**config.mk**
```make
export PLATFORM = sky130hd
export DESIGN_NAME = diy_uart_rx
export DESIGN_NICKNAME = d
export VERILOG_FILES = /design/src/rtl/diy_uart_rx.sv
export SDC_FILE = /design/constraint.sdc
export NUM_CORES = 1
export LEC_CHECK = 0
export CAP_MARGIN = 20
export CORE_MARGIN = 8
export CORE_UTILIZATION = 45
export DETAILED_ROUTE_END_ITERATION = 8
export GPL_TIMING_DRIVEN = 0
export PLACE_DENSITY = 0.65
export RECOVER_POWER = 25
export SLEW_MARGIN = 5
export SYNTH_ARGS = -nofsm -noshare
export SYNTH_HDL_FRONTEND = slang
export SYNTH_SLANG_ARGS = --single-unit
export TNS_END_PERCENT = 1
```
**constraint.sdc**
```tcl
create_clock -name i_clk -period 3.3 [get_ports i_clk]
set_input_delay 0.66 -clock i_clk [delete_from_list [all_inputs] [get_ports i_clk]]
set_output_delay 0.66 -clock i_clk [all_outputs]
set_load 0.02 [all_outputs]
```
**src/rtl/diy_uart_rx.sv**
```systemverilog
// 8N1 UART receiver with a one-entry output holding register and a ready/valid handshake.
// Start bits are re-checked at mid-bit; a low stop bit parks the receiver until the line idles.
module diy_uart_rx #(
    parameter int unsigned CLK_HZ = 24000000,
    parameter int unsigned BAUD   = 115200
) (
    input  logic       i_clk,
    input  logic       i_rstn,
    input  logic       i_line,
    input  logic       i_ready,
    output logic [7:0] o_data,
    output logic       o_valid,
    output logic       o_busy,
    output logic       o_frame_err,
    output logic       o_overrun
);

    localparam int unsigned DIVISOR = CLK_HZ / BAUD;
    localparam int unsigned HALF    = DIVISOR / 2;
    localparam int unsigned CNT_W   = $clog2(DIVISOR);

    localparam logic [CNT_W-1:0] CNT_HALF_LAST = CNT_W'(HALF - 1);
    localparam logic [CNT_W-1:0] CNT_BIT_LAST  = CNT_W'(DIVISOR - 1);

    typedef enum logic [2:0] {
        StIdle,
        StStart,
        StData,
        StStop,
        StBreak
    } state_e;

    state_e           state_q, state_d;
    logic [CNT_W-1:0] cnt_q, cnt_d;
    logic [2:0]       idx_q, idx_d;
    logic [7:0]       shift_q, shift_d;
    logic [7:0]       data_q, data_d;
    logic             valid_q, valid_d;
    logic             ferr_q, ferr_d;
    logic             ovr_q, ovr_d;
    logic             rx_meta_q, rx_s;

    // Two-flop synchronizer; resets to idle-high so reset never looks like a start edge.
    always_ff @(posedge i_clk or negedge i_rstn) begin
        if (!i_rstn) begin
            rx_meta_q <= 1'b1;
            rx_s      <= 1'b1;
        end else begin
            rx_meta_q <= i_line;
            rx_s      <= rx_meta_q;
        end
    end

    always_comb begin
        state_d = state_q;
        cnt_d   = cnt_q;
        idx_d   = idx_q;
        shift_d = shift_q;
        data_d  = data_q;
        valid_d = valid_q;
        ferr_d  = 1'b0;
        ovr_d   = 1'b0;

        if (valid_q && i_ready) begin
            valid_d = 1'b0;
        end

        unique case (state_q)
            StIdle: begin
                cnt_d = '0;
                idx_d = '0;
                if (!rx_s) begin
                    state_d = StStart;
                end
            end

            StStart: begin
                if (cnt_q == CNT_HALF_LAST) begin
                    cnt_d   = '0;
                    state_d = rx_s ? StIdle : StData;
                end else begin
                    cnt_d = cnt_q + CNT_W'(1);
                end
            end

            StData: begin
                if (cnt_q == CNT_BIT_LAST) begin
                    cnt_d          = '0;
                    shift_d[idx_q] = rx_s;
                    if (idx_q == 3'd7) begin
                        state_d = StStop;
                    end else begin
                        idx_d = idx_q + 3'd1;
                    end
                end else begin
                    cnt_d = cnt_q + CNT_W'(1);
                end
            end

            StStop: begin
                if (cnt_q == CNT_BIT_LAST) begin
                    cnt_d = '0;
                    idx_d = '0;
                    if (rx_s) begin
                        state_d = StIdle;
                        // Simultaneous accept frees the holding register for the new byte.
                        if (!valid_q || i_ready) begin
                            data_d  = shift_q;
                            valid_d = 1'b1;
                        end else begin
                            ovr_d = 1'b1;
                        end
                    end else begin
                        ferr_d  = 1'b1;
                        state_d = StBreak;
                    end
                end else begin
                    cnt_d = cnt_q + CNT_W'(1);
                end
            end

            StBreak: begin
                cnt_d = '0;
                idx_d = '0;
                if (rx_s) begin
                    state_d = StIdle;
                end
            end

            default: begin
                state_d = StIdle;
                cnt_d   = '0;
                idx_d   = '0;
            end
        endcase
    end

    always_ff @(posedge i_clk or negedge i_rstn) begin
        if (!i_rstn) begin
            state_q <= StIdle;
            cnt_q   <= '0;
            idx_q   <= '0;
            shift_q <= '0;
            data_q  <= '0;
            valid_q <= 1'b0;
            ferr_q  <= 1'b0;
            ovr_q   <= 1'b0;
        end else begin
            state_q <= state_d;
            cnt_q   <= cnt_d;
            idx_q   <= idx_d;
            shift_q <= shift_d;
            data_q  <= data_d;
            valid_q <= valid_d;
            ferr_q  <= ferr_d;
            ovr_q   <= ovr_d;
        end
    end

    assign o_data      = data_q;
    assign o_valid     = valid_q;
    assign o_frame_err = ferr_q;
    assign o_overrun   = ovr_q;
    assign o_busy      = (state_q != StIdle) && (state_q != StBreak);

endmodule

```
==> results.py, run 1 <==
metrics = {
    "global_routing": {
        "grt_remaining_overflow": 0,
        "antenna_found_initial": 0,
        "track_usage_pct": 12.4,
        "grt_max_degree": 36,
        "grt_pass1_vias": 1124,
        "grt_pass1_wl_microns": 5260,
    },
    "timing": {
        "skew_ps": 10.7,
        "period_share_pct": 76.5,
        "drv_slew": 36,
        "setup_tns_ps": 0,
        "grt_setup_unrepaired": "no",
        "worst_pin_slew_ps": 1810,
        "fmax_mhz": 396,
        "timing.final.crit_period_ps": 2530,
        "relSlewSlack_pct": -20.9,
        "final-hold-violation-count": 0,
        "finalSetupViolCount": 0,
    },
    "setup_path": {
        "crit_path_end_kind": "output port",
        "crit_path_max_incr_delay_ps": 590,
        "cpMaxStageDelayCell": "clkdlybuf4s50_1",
        "crit_required_ps": 2640,
        "crit_chain": "clkbuf_1 > nor2_1 > inv_1 > clkdlybuf4s50_1",
        "cp_max_fo": 10,
        "crit_type": "flop to output port",
        "arrival_ps": 1870,
        "cp-start-kind": "flop",
    },
    "finish": {
        "final_cell_mix": "dfrtp_1 (33), nor2_1 (16), clkdlybuf4s50_1 (13)",
        "instances_no_fill": 206,
        "antennaDiodeCount": 0,
        "fin_nets": 166,
        "drive_above_1_share_pct": 17.5,
        "final_common_cell": "dfrtp_1",
        "synthToLayoutAreaGrowth_pct": 15.9,
        "fin_area_sq_um": 1860,
    },
    "synth": {
        "synth.distinct_cells": 40,
        "synth-edff-count": 0,
        "syn_area_sq_um": 1610,
        "synth_warnings": 0,
        "async_flop_share_pct": 100,
        "synth_top_area_cell": "dfrtp_1",
        "synth_top_area_share_pct": 51.3,
        "synth_cells": 137,
        "synth-seq-cells": 35,
        "syn_area_per_cell_sq_um": 11.7,
        "synth-main-ff-cell": "dfrtp_1",
        "synth_area_leaders": "dfrtp_1 (51%), mux2_2 (7.7%), nor2_1 (3.7%)",
        "synth_nets": 144,
        "synth_seq_area_share_pct": 54.6,
    },
    "power_and_ir_drop": {
        "p_per_area_nw_per_um2": 358,
        "p_leak_uw": 0.000852,
        "peakVddDrop_uv": 273,
    },
    "detailed_routing": {
        "routed_wl_microns": 3010,
        "vias": 1121,
        "vias_per_cell": 5.44,
        "first_iter_violations": 75,
        "wl_per_cell_microns": 14.6,
        "ant_nets": 0,
        "remaining_drc_errors": 0,
        "dr.pass1.iters": 4,
    },
    "placed_design": {
        "gp_congestion": 0.789,
        "hpwl_microns": 2160,
        "placed_cells": 198,
        "port_buffers": 15,
        "place_area_sq_um": 1810,
    },
    "hold_path": {
        "min_path_type": "flop to flop",
    },
    "die": {
        "ios": 16,
        "dieArea_sq_um": 5740,
        "dieWidth_microns": 75.8,
        "die_y_microns": 75.8,
        "coreArea_sq_um": 3390,
        "rows": 21,
        "start_util_pct": 47.5,
    },
    "cts": {
        "clockBufferDepth": 2,
        "path_clk_slew_ps": 100,
        "post-cts-setup-buffer-count": 0,
        "clkLatencyLatePin_ps": 340,
        "cts_max_level": 2,
        "cts_tree": "built",
        "numCtsBuffers": 5,
        "cts_root_buffer": "clkbuf_4",
        "cts_sinks": 35,
        "cts_resized": 0,
        "hold_buffers": 0,
    },
    "flow_run": {
        "maxCapViolCount": 1,
    },
    "outcome": {
        "violations": "max-capacitance violations, max-slew violations",
        "status": "complete, but fails checks",
    },
}
[report_power, final]
part | total [uW] | internal, uW | switching, uW
sequential | 432 | 431 | 0.821
combinational | 13.4 | 2.97 | 10.5
clock | 223 | 82.1 | 141
total | 668 | 516 | 152
[cells in the mapped netlist, types with 2 or more instances]
| master | instances |
|---|---|
| nand4_1 | 6 |
| nor2_1 | 16 |
| dfrtp_1 | 33 |
| xnor2_1 | 4 |
| ha_1 | 3 |
| mux2_1 | 5 |
| a21oi_1 | 2 |
| nand3_1 | 4 |
| dfstp_2 | 2 |
| nor3_1 | 2 |
| nand4b_1 | 2 |
| inv_1 | 3 |
| mux2_2 | 11 |
| nand3_2 | 2 |
| nand2_1 | 6 |
| nor3b_1 | 2 |
| and3_1 | 2 |
| xor2_1 | 2 |
| nand2b_1 | 3 |
| nor2b_1 | 3 |
| a32o_1 | 2 |
| clkbuf_1 | 4 |
[metal layers]
| metal | global-route usage (%) | vias to the layer above | part of all wire, % |
|---|---|---|---|
| met1 | 15.3 | 553 | 47 |
| met4 | 5.76 | 0 | 1.7 |
| met3 | 4.87 | 5 | 7.1 |
| met5 | 0 | - | 0 |
| met2 | 18.5 | 32 | 44 |
| li1 | - | 531 | - |
[area by class of cell]
cell class | count | area (sq um)
plain buffers | 6 | 27.5
clock buffers | 6 | 41.3
clock inverters | 2 | 12.5
fillers | 288 | 1530
inverters | 3 | 11.3
multi-input cells | 93 | 692
flip-flops and latches | 35 | 878
well taps | 46 | 57.6
repair buffers | 15 | 144
[registers in the layout, summed over array words and instances (netlist names)]
register / cells
cnt_q: 8
idx_q: 3
o_data: 8
o_frame_err: 1
o_overrun: 1
o_valid: 1
rx_meta_q: 1
rx_s: 1
shift_q: 8
state_q: 3
[through the flow]
step                worst slack (ps)  hold WS, ps  power [uW]  util [%]
CTS                              755          362         681      55.0
global route                     638          363         698      55.0
finish                           774          360         668      55.0
global placement                 846          347         455      53.6
detailed placement              1140          347         455      53.5
floorplan                       1700          345         442         -
[kinds of logic (layout without fill, tap and decap cells)]
group,count (synthesis),count (layout),synth area share (%)
compound gates,13,13,6.22
xor+xnor,6,6,3.27
buf+inv,9,32,2.41
flops,35,35,54.6
fa+ha+maj,3,3,2.33
mux,16,16,11.2
simple gates,55,55,20.0
[worst max-delay path, delay by kind of cell, from the launching register on]
kind | cells | cell delay, ps
and+or+nand+nor | 1 | 140
DFF | 1 | 380
buffers and inverters | 3 | 1000
[final timing paths]
kind	from	end	slack, ps	depth (start not counted)
worst max-delay path	state_q[0]	o_busy	770	4
worst min-delay path	rx_meta_q	rx_s	360	0
worst max register to register	cnt_q[0]	cnt_q[7]	1410	5
worst min register to register	rx_meta_q	rx_s	360	0
max in group asynchronous	i_rstn	cnt_q[1]	1460	1
min in group asynchronous	i_rstn	idx_q[2]	790	1
No activity file was read; power rests on OpenSTA's default activity.
==> run 2: changes to the inputs <==
==> constraint.sdc (replaced) <==
create_clock -name i_clk -period 2.5 [get_ports i_clk]
set_input_delay 0.5 -clock i_clk [delete_from_list [all_inputs] [get_ports i_clk]]
set_output_delay 0.5 -clock i_clk [all_outputs]
set_load 0.02 [all_outputs]
==> run 2 against run 1 <==
  * The flow still finishes with violations (max-capacitance violations, max-slew violations)
  * Clock skew rose by 0.98 ps
  * Sequential power rose by 32%
  * Via count fell by 1.8%
  * Largest power group unchanged
  * Hold slack did not move
  * Sequential share of layout area rose by 0.095 points
  * Register-to-register slack got worse by 820 ps
  * Combinational power rose by 33%
==> results.py, run 2 (synthesis results as in run 1) <==
metrics = {
    "outcome": {
        "status": "complete, but fails checks",
        "violations": "max-capacitance violations, max-slew violations",
    },
    "die": {
        "dieArea_sq_um": 5740,
        "coreArea_sq_um": 3390,
        "dieWidth_microns": 75.8,
        "rows": 21,
        "start_util_pct": 47.5,
        "die_y_microns": 75.8,
        "ios": 16,
    },
    "setup_path": {
        "rrSetupSlack_ps": 590,
        "cpMaxStageDelayCell": "clkdlybuf4s50_1",
        "crit_chain": "nor2_1 > inv_1 > clkdlybuf4s50_1",
        "crit_type": "flop to output port",
        "crit_path_max_incr_delay_ps": 590,
        "cp-start-kind": "flop",
        "crit_required_ps": 2000,
        "crit_path_end_kind": "output port",
        "crit_family": "buffers and inverters",
        "cp_max_fo": 12,
        "r2r_end": "cnt_q[7]",
        "r2r_cells": 5,
        "timing.rr.start": "cnt_q[0]",
        "arrival_ps": 1690,
        "path_buf_inv": 2,
    },
    "detailed_routing": {
        "wl_per_cell_microns": 14.7,
        "vias_per_cell": 5.37,
        "dr.pass1.iters": 4,
        "vias": 1101,
        "first_iter_violations": 85,
        "remaining_drc_errors": 0,
        "routed_wl_microns": 3010,
        "ant_nets": 0,
    },
    "hold_path": {
        "min_path_type": "flop to flop",
        "min_from": "rx_meta_q",
        "hold_depth": 0,
        "hold_end": "rx_s",
    },
    "power_and_ir_drop": {
        "p_per_area_nw_per_um2": 474,
        "p_leak_uw": 0.000851,
        "peakVddDrop_uv": 362,
    },
    "timing": {
        "grt_setup_unrepaired": "no",
        "finalSetupViolCount": 0,
        "period_share_pct": 87.5,
        "drv_slew": 36,
        "setup_tns_ps": 0,
        "worst_pin_slew_ps": 1830,
        "relSlewSlack_pct": -22.0,
        "hold_ws_ps": 360,
        "setup_slack_ps": 312,
        "final-hold-violation-count": 0,
        "timing.final.crit_period_ps": 2190,
        "fmax_mhz": 457,
        "skew_ps": 11.7,
    },
    "placed_design": {
        "hpwl_microns": 2160,
        "port_buffers": 15,
        "preCtsSetupSlack_ps": 501,
        "placed_cells": 198,
        "gp_congestion": 0.789,
    },
    "cts": {
        "clockBufferDepth": 2,
        "cts_sinks": 35,
        "cts_tree": "built",
        "cts_root_buffer": "clkbuf_4",
        "numCtsBuffers": 5,
        "cts_max_level": 2,
        "hold_buffers": 0,
        "cts_resized": 0,
        "clkLatencyLatePin_ps": 340,
        "path_clk_slew_ps": 100,
        "post-cts-setup-buffer-count": 0,
    },
    "global_routing": {
        "grt_remaining_overflow": 0,
        "track_usage_pct": 12.4,
        "grt_pass1_wl_microns": 5260,
        "antenna_found_initial": 0,
        "grt_pass1_vias": 1124,
        "grt_max_degree": 36,
    },
    "finish": {
        "nFillCells": 290,
        "final_common_cell": "dfrtp_1",
        "drive_above_1_share_pct": 17.6,
        "antennaDiodeCount": 0,
        "instances_no_fill": 205,
        "final_cell_mix": "dfrtp_1 (33), nor2_1 (16), clkdlybuf4s50_1 (13)",
        "fin_nets": 165,
        "synthToLayoutAreaGrowth_pct": 15.6,
    },
    "flow_run": {
        "maxCapViolCount": 1,
    },
}
-- run 2: worst max path at each step --
stage | slack [ps] | cells after the start | to | from
CTS | 120 | 4 | o_busy | state_q[0]
detailed placement | 500 | 4 | o_busy | state_q[0]
global route | 180 | 3 | o_busy | state_q[0]
global placement | 210 | 1 | o_data[4] | i_rstn
floorplan | 900 | 6 | shift_q[1] | cnt_q[0]
finish | 310 | 3 | o_busy | state_q[0]
-- run 2: power breakdown --
| group | leakage [uW] | switching [uW] | total (uW) | internal [uW] |
|---|---|---|---|---|
| logic | 0.000356 | 13.9 | 17.8 | 3.91 |
| clock network | 0.0000282 | 186 | 294 | 108 |
| registers | 0.000467 | 1.10 | 570 | 569 |
-- run 2: per-stage QoR --
step	total power, uW	util, %	cell area, sq um
3_5_place_dp	600	53.5	1810
3_3_place_gp	601	53.6	1820
5_1_grt	922	54.9	1860
6_report	882	54.9	1860
4_1_cts	898	55.0	1870
2_1_floorplan	584	-	1610
-- run 2: metal layers --
| layer | global-route usage [%] | vias to the layer above | share of wire [%] |
|---|---|---|---|
| met3 | 4.87 | 5 | 6.1 |
| met1 | 15.3 | 544 | 47 |
| met5 | 0 | - | 0 |
| met2 | 18.5 | 22 | 45 |
| li1 | - | 530 | - |
| met4 | 5.76 | 0 | 1.7 |
-- run 2: layout make-up --
type,count,area [sq um],area share [%]
well taps,46,57.6,3.09
clock inverters,2,12.5,0.672
flip-flops and latches,35,878,47.2
clock buffers,6,41.3,2.22
inverters,3,11.3,0.605
plain buffers,5,23.8,1.28
multi-input cells,93,692,37.2
repair buffers,15,144,7.73
==> run 3: changes to the inputs <==
--- a/config.mk
+++ b/config.mk
@@ -16,4 +16,4 @@
 export SYNTH_ARGS = -nofsm -noshare
 export SYNTH_HDL_FRONTEND = slang
 export SYNTH_SLANG_ARGS = --single-unit
-export TNS_END_PERCENT = 1
+export TNS_END_PERCENT = 10
==> results of run 3 <==
Same layout as run 2: the final DEF is identical, and so are final timing and power.
